==> config.mk <==
export PLATFORM = sky130hd
export DESIGN_NAME = keypad_scanner
export DESIGN_NICKNAME = d
export VERILOG_FILES = /design/src/rtl/keypad_pkg.sv /design/src/rtl/key_event_fifo.sv /design/src/rtl/keypad_scanner.sv
export SDC_FILE = /design/constraint.sdc
export NUM_CORES = 1
export LEC_CHECK = 0
export CORE_UTILIZATION = 45
export CTS_BUF_LIST = sky130_fd_sc_hd__clkbuf_8
export CTS_CLUSTER_SIZE = 24
export DETAILED_ROUTE_END_ITERATION = 10
export HOLD_SLACK_MARGIN = 0.12
export PLACE_DENSITY = 0.74
export SKIP_LAST_GASP = 1
export SYNTH_ARGS = -nofsm -noshare
export SYNTH_HDL_FRONTEND = slang
export SYNTH_SLANG_ARGS = --single-unit
==> constraint.sdc <==
create_clock -name CLK -period 6.9 [get_ports CLK]
set_input_delay 2.07 -clock CLK [delete_from_list [all_inputs] [get_ports CLK]]
set_output_delay 2.07 -clock CLK [all_outputs]
set_load 0.03 [all_outputs]
==> src/rtl/keypad_pkg.sv <==
`default_nettype none
// ============================================================================
//  Module      : keypad_pkg
//  Description : Shared definitions for the matrix keypad scanner: key-code
//                width helper, "no key" code, event kind encodings and the
//                event FSM state encoding.
//  Revision    : 1.0 - initial release
// ============================================================================
package keypad_pkg;

  // Key code width: one "valid" MSB above a row*NCOLS+col index.
  function automatic int kw(input int nrows, input int ncols);
    return $clog2(nrows * ncols) + 1;
  endfunction

  localparam int KEY_NONE = 0;

  localparam logic EVT_KIND_PRESS   = 1'b1;
  localparam logic EVT_KIND_RELEASE = 1'b0;

  typedef enum logic [1:0] {
    IDLE     = 2'd0,
    PUSH_REL = 2'd1,
    PUSH_PRS = 2'd2
  } ev_state_t;

endpackage
`default_nettype wire

==> src/rtl/key_event_fifo.sv <==
`default_nettype none
// ============================================================================
//  Module      : key_event_fifo
//  Description : Synchronous FIFO for key events with registered head outputs.
//                A push into a full FIFO succeeds only when a pop happens in
//                the same cycle; a pop while empty is ignored.
//  Ports       : clk, rst (sync, active-high)
//                push, push_data  - write side
//                pop              - remove head entry
//                full, empty      - occupancy flags
//                head_valid, head_data - registered head (data 0 when empty)
//  Revision    : 1.0 - initial release
// ============================================================================
module key_event_fifo #(
  parameter int WIDTH = 6,
  parameter int DEPTH = 4
) (
  input  logic             clk,
  input  logic             rst,
  input  logic             push,
  input  logic [WIDTH-1:0] push_data,
  input  logic             pop,
  output logic             full,
  output logic             empty,
  output logic             head_valid,
  output logic [WIDTH-1:0] head_data
);

  localparam int AW = $clog2(DEPTH);
  localparam logic [AW:0]   CNT_FULL = (AW + 1)'(DEPTH);
  localparam logic [AW:0]   CNT_ONE  = (AW + 1)'(1);
  localparam logic [AW-1:0] PTR_ONE  = AW'(1);

  if ((DEPTH < 2) || ((1 << AW) != DEPTH)) begin : g_chk_depth
    $error("key_event_fifo: DEPTH must be a power of two and at least 2");
  end

  logic [WIDTH-1:0] mem [DEPTH];
  logic [AW-1:0]    wr_ptr;
  logic [AW-1:0]    rd_ptr;
  logic [AW-1:0]    rd_ptr_nxt;
  logic [AW:0]      count;
  logic [AW:0]      count_nxt;
  logic [WIDTH-1:0] head_nxt;
  logic             do_push;
  logic             do_pop;

  assign full    = (count == CNT_FULL);
  assign empty   = (count == '0);
  assign do_pop  = pop && !empty;
  assign do_push = push && (!full || do_pop);

  always_comb begin
    count_nxt  = count;
    rd_ptr_nxt = rd_ptr;
    if (do_push && !do_pop) begin
      count_nxt = count + CNT_ONE;
    end else if (!do_push && do_pop) begin
      count_nxt = count - CNT_ONE;
    end
    if (do_pop) begin
      rd_ptr_nxt = rd_ptr + PTR_ONE;
    end
  end

  // The next head may be the slot being written this very cycle (only
  // possible when the FIFO holds exactly one entry afterwards), so bypass
  // the incoming data in that case.
  always_comb begin
    head_nxt = '0;
    if (count_nxt != '0) begin
      if (do_push && (wr_ptr == rd_ptr_nxt)) begin
        head_nxt = push_data;
      end else begin
        head_nxt = mem[rd_ptr_nxt];
      end
    end
  end

  always_ff @(posedge clk) begin
    if (do_push) begin
      mem[wr_ptr] <= push_data;
    end
  end

  always_ff @(posedge clk) begin
    if (rst) begin
      wr_ptr     <= '0;
      rd_ptr     <= '0;
      count      <= '0;
      head_valid <= 1'b0;
      head_data  <= '0;
    end else begin
      if (do_push) begin
        wr_ptr <= wr_ptr + PTR_ONE;
      end
      rd_ptr     <= rd_ptr_nxt;
      count      <= count_nxt;
      head_valid <= (count_nxt != '0);
      head_data  <= head_nxt;
    end
  end

endmodule
`default_nettype wire

==> src/rtl/keypad_scanner.sv <==
`default_nettype none
// ============================================================================
//  Module      : keypad_scanner
//  Description : Row/column matrix keypad scanner. Drives one-hot columns,
//                samples synchronised rows once per column slot, resolves one
//                key per frame (multi-key frames are ghosts), debounces across
//                frames and queues press/release events in a FIFO.
//  Ports       : CLK, RST (sync, active-high)
//                ROWS      - async row sense lines (pulled down)
//                COLS      - one-hot column drive
//                KEYCODE   - debounced key, {1'b1, row*NCOLS+col}; 0 = none
//                EVT_VALID/EVT_CODE/EVT_PRESS - registered event FIFO head
//                EVT_READY - pops the head when EVT_VALID is high
//                OVERFLOW  - sticky, an event was dropped
//  Revision    : 1.0 - initial release
// ============================================================================
module keypad_scanner
  import keypad_pkg::*;
#(
  parameter  int NROWS    = 4,
  parameter  int NCOLS    = 4,
  parameter  int SCAN_DIV = 16000,
  parameter  int DEBOUNCE = 4,
  parameter  int DEPTH    = 4,
  localparam int KW       = kw(NROWS, NCOLS)
) (
  input  logic             CLK,
  input  logic             RST,
  input  logic [NROWS-1:0] ROWS,
  output logic [NCOLS-1:0] COLS,
  output logic [KW-1:0]    KEYCODE,
  output logic             EVT_VALID,
  output logic [KW-1:0]    EVT_CODE,
  output logic             EVT_PRESS,
  input  logic             EVT_READY,
  output logic             OVERFLOW
);

  localparam int IW = KW - 1;
  localparam int RW = $clog2(NROWS);
  localparam int CW = $clog2(NCOLS);
  localparam int SW = $clog2(SCAN_DIV);

  localparam logic [SW-1:0]    SLOT_LAST = SW'(SCAN_DIV - 1);
  localparam logic [SW-1:0]    SLOT_ONE  = SW'(1);
  localparam logic [CW-1:0]    COL_LAST  = CW'(NCOLS - 1);
  localparam logic [CW-1:0]    COL_ONE   = CW'(1);
  localparam logic [NCOLS-1:0] COL0_DRV  = NCOLS'(1);
  localparam logic [3:0]       DEB_MAX   = 4'(DEBOUNCE);
  localparam logic [KW-1:0]    CODE_NONE = KW'(KEY_NONE);

  // The event FSM needs at least two cycles between frame ends.
  if (SCAN_DIV < 2) begin : g_chk_scan_div
    $error("keypad_scanner: SCAN_DIV must be at least 2");
  end
  if ((DEBOUNCE < 1) || (DEBOUNCE > 15)) begin : g_chk_debounce
    $error("keypad_scanner: DEBOUNCE must be in 1..15");
  end
  if ((NROWS < 2) || (NROWS > 8) || (NCOLS < 2) || (NCOLS > 8)) begin : g_chk_matrix
    $error("keypad_scanner: NROWS and NCOLS must be in 2..8");
  end

  // ---------------------------------------------------------------- sync
  logic [NROWS-1:0] rows_meta;
  logic [NROWS-1:0] rows_sync;

  always_ff @(posedge CLK) begin
    if (RST) begin
      rows_meta <= '0;
      rows_sync <= '0;
    end else begin
      rows_meta <= ROWS;
      rows_sync <= rows_meta;
    end
  end

  // ---------------------------------------------------------------- scan
  logic [SW-1:0] slot;
  logic [CW-1:0] col;
  logic          sample;
  logic          frame_end;

  assign sample    = (slot == SLOT_LAST);
  assign frame_end = sample && (col == COL_LAST);
  assign COLS      = COL0_DRV << col;

  always_ff @(posedge CLK) begin
    if (RST) begin
      slot <= '0;
      col  <= '0;
    end else if (sample) begin
      slot <= '0;
      col  <= frame_end ? '0 : col + COL_ONE;
    end else begin
      slot <= slot + SLOT_ONE;
    end
  end

  // ----------------------------------------------------- frame resolution
  // Hit counts saturate at 2: anything beyond one key is a ghost frame.
  logic [1:0]    col_hits;
  logic [RW-1:0] col_row;
  logic [IW-1:0] col_idx;
  logic [1:0]    acc_hits;
  logic [IW-1:0] acc_idx;
  logic [2:0]    hit_sum;
  logic [1:0]    tot_hits;
  logic [IW-1:0] tot_idx;
  logic [KW-1:0] frame_code;
  logic          frame_ghost;

  always_comb begin
    col_hits = 2'd0;
    col_row  = '0;
    for (int r = NROWS - 1; r >= 0; r--) begin
      if (rows_sync[r]) begin
        col_row = RW'(r);
        if (col_hits != 2'd2) begin
          col_hits = col_hits + 2'd1;
        end
      end
    end
  end

  assign col_idx     = IW'(int'(col_row) * NCOLS + int'(col));
  assign hit_sum     = {1'b0, acc_hits} + {1'b0, col_hits};
  assign tot_hits    = (hit_sum >= 3'd2) ? 2'd2 : hit_sum[1:0];
  assign tot_idx     = (acc_hits == 2'd0) ? col_idx : acc_idx;
  assign frame_code  = (tot_hits == 2'd1) ? {1'b1, tot_idx} : CODE_NONE;
  assign frame_ghost = (tot_hits == 2'd2);

  always_ff @(posedge CLK) begin
    if (RST) begin
      acc_hits <= 2'd0;
      acc_idx  <= '0;
    end else if (sample) begin
      if (frame_end) begin
        acc_hits <= 2'd0;
        acc_idx  <= '0;
      end else begin
        acc_hits <= tot_hits;
        acc_idx  <= tot_idx;
      end
    end
  end

  // ------------------------------------------------------------ debounce
  logic [KW-1:0] cand;
  logic [3:0]    cnt;
  logic [KW-1:0] stable;

  always_ff @(posedge CLK) begin
    if (RST) begin
      cand   <= CODE_NONE;
      cnt    <= 4'd0;
      stable <= CODE_NONE;
    end else begin
      if (frame_end && !frame_ghost) begin
        if (frame_code == cand) begin
          if (cnt != DEB_MAX) begin
            cnt <= cnt + 4'd1;
          end
        end else begin
          cand <= frame_code;
          cnt  <= 4'd1;
        end
      end
      if ((cnt == DEB_MAX) && (cand != stable)) begin
        stable <= cand;
      end
    end
  end

  assign KEYCODE = stable;

  // ----------------------------------------------------------- event FSM
  // 'reported' is the key last announced to the consumer; a difference to
  // 'stable' starts a release and/or press push sequence.
  ev_state_t     state;
  ev_state_t     state_nxt;
  logic [KW-1:0] reported;
  logic          ev_push;
  logic [KW:0]   ev_data;

  always_comb begin
    state_nxt = state;
    ev_push   = 1'b0;
    ev_data   = '0;
    case (state)
      IDLE: begin
        if (stable != reported) begin
          state_nxt = (reported != CODE_NONE) ? PUSH_REL : PUSH_PRS;
        end
      end
      PUSH_REL: begin
        ev_push   = 1'b1;
        ev_data   = {EVT_KIND_RELEASE, reported};
        state_nxt = (stable != CODE_NONE) ? PUSH_PRS : IDLE;
      end
      PUSH_PRS: begin
        ev_push   = 1'b1;
        ev_data   = {EVT_KIND_PRESS, stable};
        state_nxt = IDLE;
      end
      default: state_nxt = IDLE;
    endcase
  end

  always_ff @(posedge CLK) begin
    if (RST) begin
      state    <= IDLE;
      reported <= CODE_NONE;
    end else begin
      state <= state_nxt;
      if ((state != IDLE) && (state_nxt == IDLE)) begin
        reported <= stable;
      end
    end
  end

  // ---------------------------------------------------------------- FIFO
  logic        fifo_full;
  logic        fifo_empty;
  logic        fifo_pop;
  logic [KW:0] head_data;

  assign fifo_pop = EVT_READY && !fifo_empty;

  key_event_fifo #(
    .WIDTH (KW + 1),
    .DEPTH (DEPTH)
  ) u_fifo (
    .clk        (CLK),
    .rst        (RST),
    .push       (ev_push),
    .push_data  (ev_data),
    .pop        (fifo_pop),
    .full       (fifo_full),
    .empty      (fifo_empty),
    .head_valid (EVT_VALID),
    .head_data  (head_data)
  );

  assign EVT_PRESS = head_data[KW];
  assign EVT_CODE  = head_data[KW-1:0];

  always_ff @(posedge CLK) begin
    if (RST) begin
      OVERFLOW <= 1'b0;
    end else if (ev_push && fifo_full && !fifo_pop) begin
      OVERFLOW <= 1'b1;
    end
  end

endmodule
`default_nettype wire

# After elaboration in Yosys (flattened, before gate mapping)
# Memories as Yosys holds them, arrays and structs flattened. A register that Yosys moved wholly into a read port is not among the register bits.
# Index checks and enable logic that the tools add are counted.
# word_totals
reg_bits	60
mem_bits_rw	24
output_inout_bits	17
word_cells	110
mem_count	1
# mem_list
memory	depth	width	read_ports	rd_clocked_by_memory_dff	wr	line_no	source
u_fifo.mem	4	6	1	1	1	key_event_fifo.sv:38	logic [WIDTH-1:0] mem [DEPTH];
# op_classes
n_addsub	12
order_cmp	1
eq_ne	16
shift	1
mux	30
bitwise	2
reduce_logical	31
# ops
operator	count
2-bit two-way mux	17
4-bit two-way mux	4
14-bit by 1-bit adder with 14-bit output, second input constant	1
14-bit == test, second input constant	1
2-bit by 1-bit adder with 2-bit output, second input constant	6
6-bit one-hot mux with 2 select lines	1
1-bit logical AND	11
5-bit inequality test	2
5-bit nonzero test	2
2-bit == test, second input constant	3
1-bit zero test	6
2-bit zero test	3
3-bit two-way mux	2
2-bit inequality test, second input constant	3
2-bit OR reduction	3
5-bit == test	1
5-bit two-way mux	1
4-bit by 1-bit adder with 4-bit output, second input constant	1
4-bit by 2-bit adder with 4-bit output	1
2-bit by 1-bit == test with 1-bit output, second input constant	2
4-bit by 3-bit == test with 1-bit output, second input constant	1
1-bit two-way mux	4
4-bit by 3-bit inequality test with 1-bit output, second input constant	1
2-bit one-hot mux with 2 select lines	1
other kinds (13)	15

# Longest topological paths before layout
# Gate-level depths: netlist of the first run.
# depth
depth_word	18
ltp_mapped	16
ltp_nobuf	16

# Cells and area by module
# Synthesis of the first run repeated with hierarchy kept, for this count alone.
# hier_totals
hier_cells	429
area_unflattened_um2	4626.9
# by_module_without_submodules
module	n_inst	cells_per_inst	area_per_inst_um2	seq_area_each_um2
keypad_scanner	1	276	2608.8	1041.0
key_event_fifo	1	153	2018.2	1001.0

# Worst setup path before layout of the first run
# No wires, ideal clock.
# synth_timing
path_type	input -> register
startpoint	in EVT_READY
endpoint	reg u_fifo.head_data[0], read port of u_fifo.mem
setup_time_ns	0.139
t_arrival_ns	3.266
required_time_ns	6.761
setup_slack_ns	3.496
path_stages	5
path_cell_list	and2_2 xnor2_4 mux4_2 mux2i_1 nor2_1
# synth_between
elab_chain_len	11
elab_cells_between_ends	14
classes_between	mux: 3; bitwise: 1; reduce/logical: 10
# synth_lines
element	line_no	source
start: declaration	keypad_scanner.sv:35	input logic EVT_READY,
1-bit logical AND *	keypad_scanner.sv:227	assign fifo_pop = EVT_READY && !fifo_empty;
1-bit logical AND *	key_event_fifo.sv:50	assign do_pop = pop && !empty;
1-bit logical OR	key_event_fifo.sv:51	assign do_push = push && (!full || do_pop);
1-bit logical AND	key_event_fifo.sv:51	
1-bit zero test	key_event_fifo.sv:58	end else if (!do_push && do_pop) begin
1-bit logical AND	key_event_fifo.sv:58	
3-bit two-way mux	key_event_fifo.sv:58	
3-bit two-way mux	key_event_fifo.sv:56	if (do_push && !do_pop) begin
3-bit nonzero test	key_event_fifo.sv:71	if (count_nxt != '0) begin
1-bit NOT (no source line)	n/a	
2-bit OR reduction (no source line)	n/a	
end: declaration	key_event_fifo.sv:26	output logic [WIDTH-1:0] head_data
# Every way passes the cells marked *; elsewhere a longest branch is shown, timed or not.
# A chain may end at the register's enable or synchronous reset.

# Worst setup path in the final report of the first run
# layout_timing
startpoint	reg col[1]
endpoint	out COLS[3]
# layout_between
elab_chain_len	1
# layout_lines
element	line_no	source
start: declaration	keypad_scanner.sv:79	logic [CW-1:0] col;
start signal: assignment	keypad_scanner.sv:93	col <= frame_end ? '0 : col + COL_ONE;
1-bit by 2-bit left shift with 4-bit output	keypad_scanner.sv:85	assign COLS = COL0_DRV << col;
end: declaration	keypad_scanner.sv:30	output logic [NCOLS-1:0] COLS,
# No other way between the ends.

==> insert_results.sql, run 1 <==
INSERT INTO impl_metrics (metric_group, metric, value, unit) VALUES
('run_status', 'run_status', 'completed', ''),
('detailed_routing', 'detail_route.wirelength', '7720', 'µm'),
('logic_synthesis', 'netlist_instances', '413', ''),
('detailed_routing', 'post_drt_wl_per_cell', '13.6', 'µm'),
('worst_setup_path', 'critical_path.max_stage_delay', '0.75', 'ns'),
('power', 'net_switching_power_of_the_design', '0.356', 'mW'),
('cells_and_area', 'fillCellCount', '804', ''),
('power', 'p_per_area', '258', 'nW/µm²'),
('logic_synthesis', 'syn-cell-area', '4380', 'µm²'),
('power', 'cell_internal_pwr', '0.919', 'mW'),
('power', 'combinationalPowerShare', '0.228', ''),
('clock_network', 'clock-root-buffer', 'sky130_fd_sc_hd__clkbuf_8', ''),
('floorplan', 'floorplan.core_area', '9330', 'µm²'),
('clock_network', 'clk_transition_reported_paths', '0.09', 'ns'),
('logic_synthesis', 'synth_edf_count', '24', ''),
('sta', 'worstMarginPinSlew', '0.808', 'ns'),
('place', 'port_buffers', '23', ''),
('sta', 'fin_tns_setup', '0', 'ns'),
('sta', 'finalHoldViolations', '0', ''),
('worst_setup_path', 'critical_path.startpoint_type', 'flop', ''),
('worst_setup_path', 'worst_setup_path_end_kind', 'primary output', ''),
('cells_and_area', 'antennaDiodeCount', '0', ''),
('worst_setup_path', 'worst-endpoint-arrival', '1.98', 'ns'),
('logic_synthesis', 'synth_warnings', '0', ''),
('cells_and_area', 'fin_nets', '467', ''),
('worst_setup_path', 'required', '4.83', 'ns'),
('detailed_routing', 'dr.first_iter.drc_count', '99', ''),
('clock_network', 'cts-resized-gates', '0', ''),
('logic_synthesis', 'synth_area_in_xor_xnor', '0.0586', ''),
('detailed_routing', 'drc', '0', ''),
('sta', 'final.min_clock_period', '4.05', 'ns'),
('sta', 'max_freq', '247', 'MHz'),
('grt', 'gr-usage-met1', '0.204', ''),
('logic_synthesis', 'synthMostInstantiatedCell', 'sky130_fd_sc_hd__dfxtp_1', ''),
('power', 'pwr-share-clk', '0.310', ''),
('clock_network', 'clk_latency_worst_skew_pair', '0.36', 'ns'),
('power', 'p_leak', '1.85', 'nW'),
('floorplan', 'std_cell_rows', '35', ''),
('logic_synthesis', 'synth_ff_type', 'sky130_fd_sc_hd__dfxtp_1', ''),
('worst_setup_path', 'path_max_fanout', '10', ''),
('power', 'power.share.switching', '0.279', ''),
('grt', 'globalRoute.busiestLayer', 'met2', ''),
('grt', 'antenna_found_initial', '0', ''),
('floorplan', 'die-area', '10100', 'µm²'),
('logic_synthesis', 'synth-compound-area-share', '0.0858', ''),
('logic_synthesis', 'netlist.top_cell.by_area', 'sky130_fd_sc_hd__dfxtp_1', ''),
('floorplan', 'die_y', '101', 'µm'),
('grt', 'global_route.usage.met3', '0.0374', ''),
('worst_setup_path', 'start_to_end_type_of_the_worst_setup_path', 'reg2out', ''),
('logic_synthesis', 'syn_avg_cell_area', '10.6', 'µm²'),
('sta', 'slew-limit-headroom', '0.457', ''),
('grt', 'groute.usage.overall', '0.171', ''),
('cells_and_area', 'finish.utilization', '0.529', ''),
('grt', 'grt_start_max_net_pins', '48', ''),
('worst_setup_path', 'crit_chain', 'ha_1 > clkdlybuf4s50_1', ''),
('sta', 'final_min_period_over_clock_period', '0.588', ''),
('clock_network', 'cts.htree.levels', '3', ''),
('logic_synthesis', 'synth_largest_type_area_fraction', '0.302', ''),
('sta', 'finalSetupViolCount', '0', ''),
('detailed_routing', 'route.detailed.vias_per_inst', '5.27', ''),
('detailed_routing', 'route.vias.total', '2999', ''),
('clock_network', 'cts_hold_buf', '0', ''),
('detailed_routing', 'postRouteAntennaNets', '0', ''),
('grt', 'grt_use_met2', '0.305', ''),
('worst_hold_path', 'min-delay-path-class', 'reg2reg', ''),
('logic_synthesis', 'postSynthRegisterBits', '90', ''),
('logic_synthesis', 'synth_area_leaders', 'sky130_fd_sc_hd__dfxtp_1 30%, sky130_fd_sc_hd__edfxtp_1 16%, sky130_fd_sc_hd__ha_1 6.9%', ''),
('floorplan', 'initial_core_util', '0.469', ''),
('detailed_routing', 'first_pass_iters', '4', ''),
('floorplan', 'floorplan.die.width', '101', 'µm'),
('power', 'p_seq_frac', '0.461', '');
power groups by stage:
stage,clock network (mW),logic [mW],registers [mW]
after floorplan,0,0.210,0.621
after global placement,0,0.283,0.600
after detailed placement,0,0.293,0.600
after CTS,0.406,0.294,0.588
after global routing,0.427,0.322,0.593
final,0.395,0.291,0.588
flip-flops by register name (all words and copies together) (netlist names):
signal             count
u_fifo.count           3
state                  2
u_fifo.mem            24
col                    2
rows_meta              4
u_fifo.head_valid      1
acc_hits               2
rows_sync              4
u_fifo.head_data       6
acc_idx                4
slot                  14
u_fifo.rd_ptr          2
cnt                    4
u_fifo.wr_ptr          2
OVERFLOW               1
cand                   5
reported               5
KEYCODE                5
placed cells by master, fill, tap and decap left out, types with 6 or more instances in the layout:
master,synthesis,final
sky130_fd_sc_hd__dfxtp_1,66,66
sky130_fd_sc_hd__nor2_1,60,60
sky130_fd_sc_hd__mux2i_1,28,28
sky130_fd_sc_hd__ha_1,24,24
sky130_fd_sc_hd__edfxtp_1,24,24
sky130_fd_sc_hd__clkdlybuf4s50_1,0,23
sky130_fd_sc_hd__inv_1,21,21
sky130_fd_sc_hd__nor2b_1,17,17
sky130_fd_sc_hd__nand3_1,16,16
sky130_fd_sc_hd__xor2_1,15,15
sky130_fd_sc_hd__a21oi_1,15,15
sky130_fd_sc_hd__nand2_1,10,10
sky130_fd_sc_hd__clkbuf_8,1,9
sky130_fd_sc_hd__o21ai_0,8,8
sky130_fd_sc_hd__nor3_1,8,8
sky130_fd_sc_hd__nand4_1,7,7
sky130_fd_sc_hd__and3_1,7,7
sky130_fd_sc_hd__o211ai_1,7,7
sky130_fd_sc_hd__a22oi_1,6,6
sky130_fd_sc_hd__xnor2_1,6,6
sky130_fd_sc_hd__mux4_2,6,6
metrics by stage:
| stage | setup slack (ns) | cell area [µm²] | power, mW | std cells | hold slack [ns] |
|---|---|---|---|---|---|
| 6_report | 2.85 | 4940 | 1.27 | 569 | 0.442 |
| 5_1_grt | 2.74 | 4940 | 1.34 | 569 | 0.461 |
| 4_1_cts | 2.85 | 4940 | 1.29 | 569 | 0.447 |
| 3_5_place_dp | 2.75 | 4710 | 0.893 | 553 | 0.425 |
| 3_3_place_gp | 2.81 | 4710 | 0.883 | 553 | 0.422 |
| 2_1_floorplan | 3.50 | 4380 | 0.831 | 413 | 0.414 |
kinds of logic (layout without fill, tap and decap cells):
logic type	after synthesis	count (layout)
muxes	38	38
buffers and inverters	35	62
AOI/OAI and AO/OA	52	52
xor gates and xnor gates	24	24
and+or+nand+nor	149	149
adders and majority gates	25	25
DFF	90	90
worst max-delay path, delay by kind of cell (launching register included):
| family | cells | cell delay (ns) |
|---|---|---|
| buf+inv | 1 | 0.75 |
| flops | 1 | 0.46 |
| fa+ha+maj | 1 | 0.42 |
final timing paths:
kind	cells past startpoint	endpoint	startpoint	slack, ns
min	1	rows_sync[2]$_SDFF_PP0_	rows_meta[2]$_SDFF_PP0_	0.44
min reg2reg	1	rows_sync[2]$_SDFF_PP0_	rows_meta[2]$_SDFF_PP0_	0.44
max	2	COLS[3]	col[1]$_SDFFE_PP0P_	2.85
max reg2reg	15	cand[2]$_SDFFE_PP0P_	rows_sync[2]$_SDFF_PP0_	3.39
layer usage:
metal,share of wire,vias to the layer above
li1,-,1496
met1,0.44,1444
met2,0.51,50
met3,0.034,9
met4,0.012,0
met5,0,-
area by class of cell:
| class | instances | area [µm²] | area share |
|---|---|---|---|
| Clock buffer | 9 | 124 | 0.0251 |
| Clock inverter | 7 | 101 | 0.0205 |
| Multi-Input combinational cell | 288 | 2190 | 0.443 |
| Tap cell | 129 | 161 | 0.0327 |
| Sequential cell | 90 | 2040 | 0.413 |
| Inverter | 21 | 78.8 | 0.0160 |
| Timing Repair Buffer | 25 | 245 | 0.0497 |
Note: power is estimated with default switching activity, not from simulation.
==> run 2, diff against run 1 <==
- clock period: 6.9 -> 4.1 ns (I/O delays scaled with it)
==> run 2 against run 1 <==
  * Hold slack worse by 0.0039 ns
  * Count of clock-buffer cells in the layout stayed put
  * Clock power is 50% higher
  * Routed wire length is 2.8% lower
  * Critical path type is now reg2reg
==> insert_results.sql, run 2 (synthesis results as in run 1) <==
INSERT INTO impl_metrics (metric_group, metric, value, unit) VALUES
('run_status', 'run_status', 'completed', ''),
('worst_setup_path', 'r2r_end', 'cand[3]$_SDFFE_PP0P_', ''),
('place', 'place_inst', '553', ''),
('sta', 'worstMarginPinSlew', '0.704', 'ns'),
('worst_setup_path', 'worst-endpoint-arrival', '3.71', 'ns'),
('sta', 'finalHoldViolations', '0', ''),
('place', 'port_buffers', '23', ''),
('grt', 'gr-usage-met1', '0.200', ''),
('cells_and_area', 'fin_nets', '467', ''),
('cells_and_area', 'top_regs', 'u_fifo.mem (24), slot (14), u_fifo.head_data (6)', ''),
('sta', 'timing_max_transition_violations_final', '0', ''),
('detailed_routing', 'route.detailed.vias_per_inst', '5.28', ''),
('worst_setup_path', 'worst_path_max_delay_cell', 'sky130_fd_sc_hd__fa_1', ''),
('place', 'sum_of_net_half_perimeters_after_detailed_placement', '5440', 'µm'),
('detailed_routing', 'route.vias.total', '3004', ''),
('worst_setup_path', 'critical_path.startpoint_type', 'flop', ''),
('detailed_routing', 'detail_route.wirelength', '7500', 'µm'),
('worst_hold_path', 'hold_start', 'rows_meta[2]$_SDFF_PP0_', ''),
('grt', 'grt_overflow_total', '0', ''),
('flow_run', 'cap_viol_max_count', '0', ''),
('worst_setup_path', 'r2r-start', 'rows_sync[2]$_SDFF_PP0_', ''),
('worst_setup_path', 'crit_chain', 'inv_1 > ha_1 > mux2i_1 > ha_1 > inv_1 > mux2i_1 > ha_1 > inv_1 > fa_1 > nand3_1 > a221o_1 > a2bb2oi_2 > a211o_2 > nand3_4 > o41ai_1', ''),
('grt', 'global_route.usage.met3', '0.0395', ''),
('worst_setup_path', 'path_max_fanout', '8', ''),
('power', 'vdd_ir_drop_max', '0.223', 'mV'),
('cells_and_area', 'post_route_cells_drive_above_1_share', '0.0864', ''),
('grt', 'groute.usage.overall', '0.166', ''),
('clock_network', 'clock_tree.buffer_depth', '2', ''),
('clock_network', 'cts_made_buffers', '9', ''),
('floorplan', 'floorplan.core_area', '9330', 'µm²'),
('detailed_routing', 'postRouteAntennaNets', '0', ''),
('detailed_routing', 'post_drt_wl_per_cell', '13.2', 'µm'),
('worst_setup_path', 'start_to_end_type_of_the_worst_setup_path', 'reg2reg', ''),
('clock_network', 'clk_latency_worst_skew_pair', '0.36', 'ns'),
('floorplan', 'die-area', '10100', 'µm²'),
('grt', 'grt_start_max_net_pins', '41', ''),
('power', 'p_leak', '1.85', 'nW'),
('sta', 'slew-limit-headroom', '0.527', ''),
('grt', 'antenna_found_initial', '0', ''),
('clock_network', 'cts_hold_buf', '0', ''),
('clock_network', 'cts.htree.levels', '3', ''),
('floorplan', 'std_cell_rows', '35', ''),
('worst_setup_path', 'worstRegToRegCells', '15', ''),
('detailed_routing', 'first_pass_iters', '5', ''),
('grt', 'global_route_wire_length_before_repair', '13500', 'µm'),
('sta', 'final.min_clock_period', '3.46', 'ns'),
('cells_and_area', 'area_growth', '12.1', '%'),
('sta', 'final_min_period_over_clock_period', '0.845', ''),
('cells_and_area', 'layout_common_cells', '66 x sky130_fd_sc_hd__dfxtp_1, 60 x sky130_fd_sc_hd__nor2_1, 28 x sky130_fd_sc_hd__mux2i_1', ''),
('sta', 'fin_tns_setup', '0', 'ns'),
('cells_and_area', 'layoutNonFillerInstCount', '569', ''),
('worst_setup_path', 'r2r_setup_slack', '0.64', 'ns'),
('worst_setup_path', 'required', '4.34', 'ns'),
('detailed_routing', 'drc', '0', ''),
('sta', 'setup_repair_after_global_routing_missed_its_margin', 'false', ''),
('floorplan', 'initial_core_util', '0.469', ''),
('worst_setup_path', 'worst_setup_path_end_kind', 'flop', ''),
('cells_and_area', 'mostFrequentLayoutCell', 'sky130_fd_sc_hd__dfxtp_1', ''),
('floorplan', 'io_pins', '24', ''),
('cells_and_area', 'registers.top_by_ff_count', 'u_fifo.mem', ''),
('cells_and_area', 'largest_reg_flops', '24', ''),
('clock_network', 'cts_sinks', '90', ''),
('place', 'placed_area', '4710', 'µm²'),
('place', 'gp_congestion', '0.874', ''),
('clock_network', 'clock-root-buffer', 'sky130_fd_sc_hd__clkbuf_8', ''),
('cells_and_area', 'final_design_area_no_fill', '4910', 'µm²'),
('clock_network', 'cts-resized-gates', '0', ''),
('floorplan', 'die_y', '101', 'µm'),
('detailed_routing', 'dr.first_iter.drc_count', '140', ''),
('sta', 'worst_clock_skew', '0.0101', 'ns'),
('cells_and_area', 'antennaDiodeCount', '0', ''),
('grt', 'grt_pass1_vias', '2988', ''),
('worst_hold_path', 'timing.hold.worst_path_depth', '1', ''),
('sta', 'max_freq', '289', 'MHz'),
('sta', 'finalSetupViolCount', '0', ''),
('floorplan', 'floorplan.die.width', '101', 'µm'),
('power', 'p_per_area', '423', 'nW/µm²'),
('worst_setup_path', 'crit_start', 'rows_sync[2]$_SDFF_PP0_', ''),
('clock_network', 'postCtsSetupBuffers', '0', ''),
('grt', 'globalRoute.busiestLayer', 'met2', ''),
('clock_network', 'tritoncts_clock_tree', 'built', ''),
('grt', 'grt_use_met2', '0.293', ''),
('worst_hold_path', 'min-delay-path-class', 'reg2reg', ''),
('clock_network', 'clk_transition_reported_paths', '0.08', 'ns'),
('worst_hold_path', 'hold_path_end', 'rows_sync[2]$_SDFF_PP0_', ''),
('worst_setup_path', 'critical_path.max_stage_delay', '0.56', 'ns');
-- run 2: changes by cell type in the layout (fill, tap and decap cells not counted), sizes merged --
cell	before	now
bufinv	2	1
clkinvlp	2	1
clkinv	1	3
-- run 2: worst max-delay path: cells and delay by family (launching register included) --
| kind | cells | cell delay, ns |
|---|---|---|
| adder cells (fa/ha/maj) | 4 | 1.19 |
| AO/OA/AOI/OAI | 4 | 1.01 |
| AND/OR/NAND/NOR | 2 | 0.35 |
| flip-flops | 1 | 0.34 |
| multiplexers | 2 | 0.31 |
| buffers and inverters | 3 | 0.15 |
-- run 2: worst max-delay path by stage --
| stage | end | slack [ns] | cells past startpoint |
|---|---|---|---|
| 2_1_floorplan | cand[0]$_SDFFE_PP0P_ | 1.01 | 13 |
| 5_1_grt | cand[1]$_SDFFE_PP0P_ | 0.28 | 15 |
| 3_5_place_dp | cand[2]$_SDFFE_PP0P_ | 0.66 | 15 |
| 6_report | cand[3]$_SDFFE_PP0P_ | 0.64 | 15 |
| 3_3_place_gp | u_fifo.head_data[2]$_SDFF_PP0_ | 0.78 | 6 |
| 4_1_cts | cand[3]$_SDFFE_PP0P_ | 0.66 | 15 |
-- run 2: layout make-up --
cell class	count	area (µm²)
clock buffers	9	124
clock inverters	7	68.8
flip-flops and latches	90	2040
fillers	832	4420
inverters	21	78.8
well taps	129	161
repair buffers	25	245
multi-input cells	288	2190
-- run 2: through the flow --
stage                     hold slack, ns  worst slack, ns   util  total power [mW]
after floorplan                    0.414             1.01      -              1.40
after detailed placement           0.420            0.664  0.505              1.51
final                              0.438            0.638  0.526              2.07
after global routing               0.463            0.275  0.526              2.18
after CTS                          0.440            0.662  0.526              2.10
after global placement             0.421            0.782  0.505              1.50
-- run 2: per-layer routing --
| layer | share of wire | vias up |
|---|---|---|
| li1 | - | 1506 |
| met1 | 0.44 | 1415 |
| met5 | 0 | - |
| met2 | 0.50 | 72 |
| met4 | 0.011 | 0 |
| met3 | 0.040 | 11 |
-- run 2: power breakdown --
part	switching, mW	internal (mW)	total [mW]
Combinational	0.248	0.244	0.492
Sequential	0.0350	0.954	0.989
Clock	0.312	0.281	0.593
Total	0.595	1.48	2.07
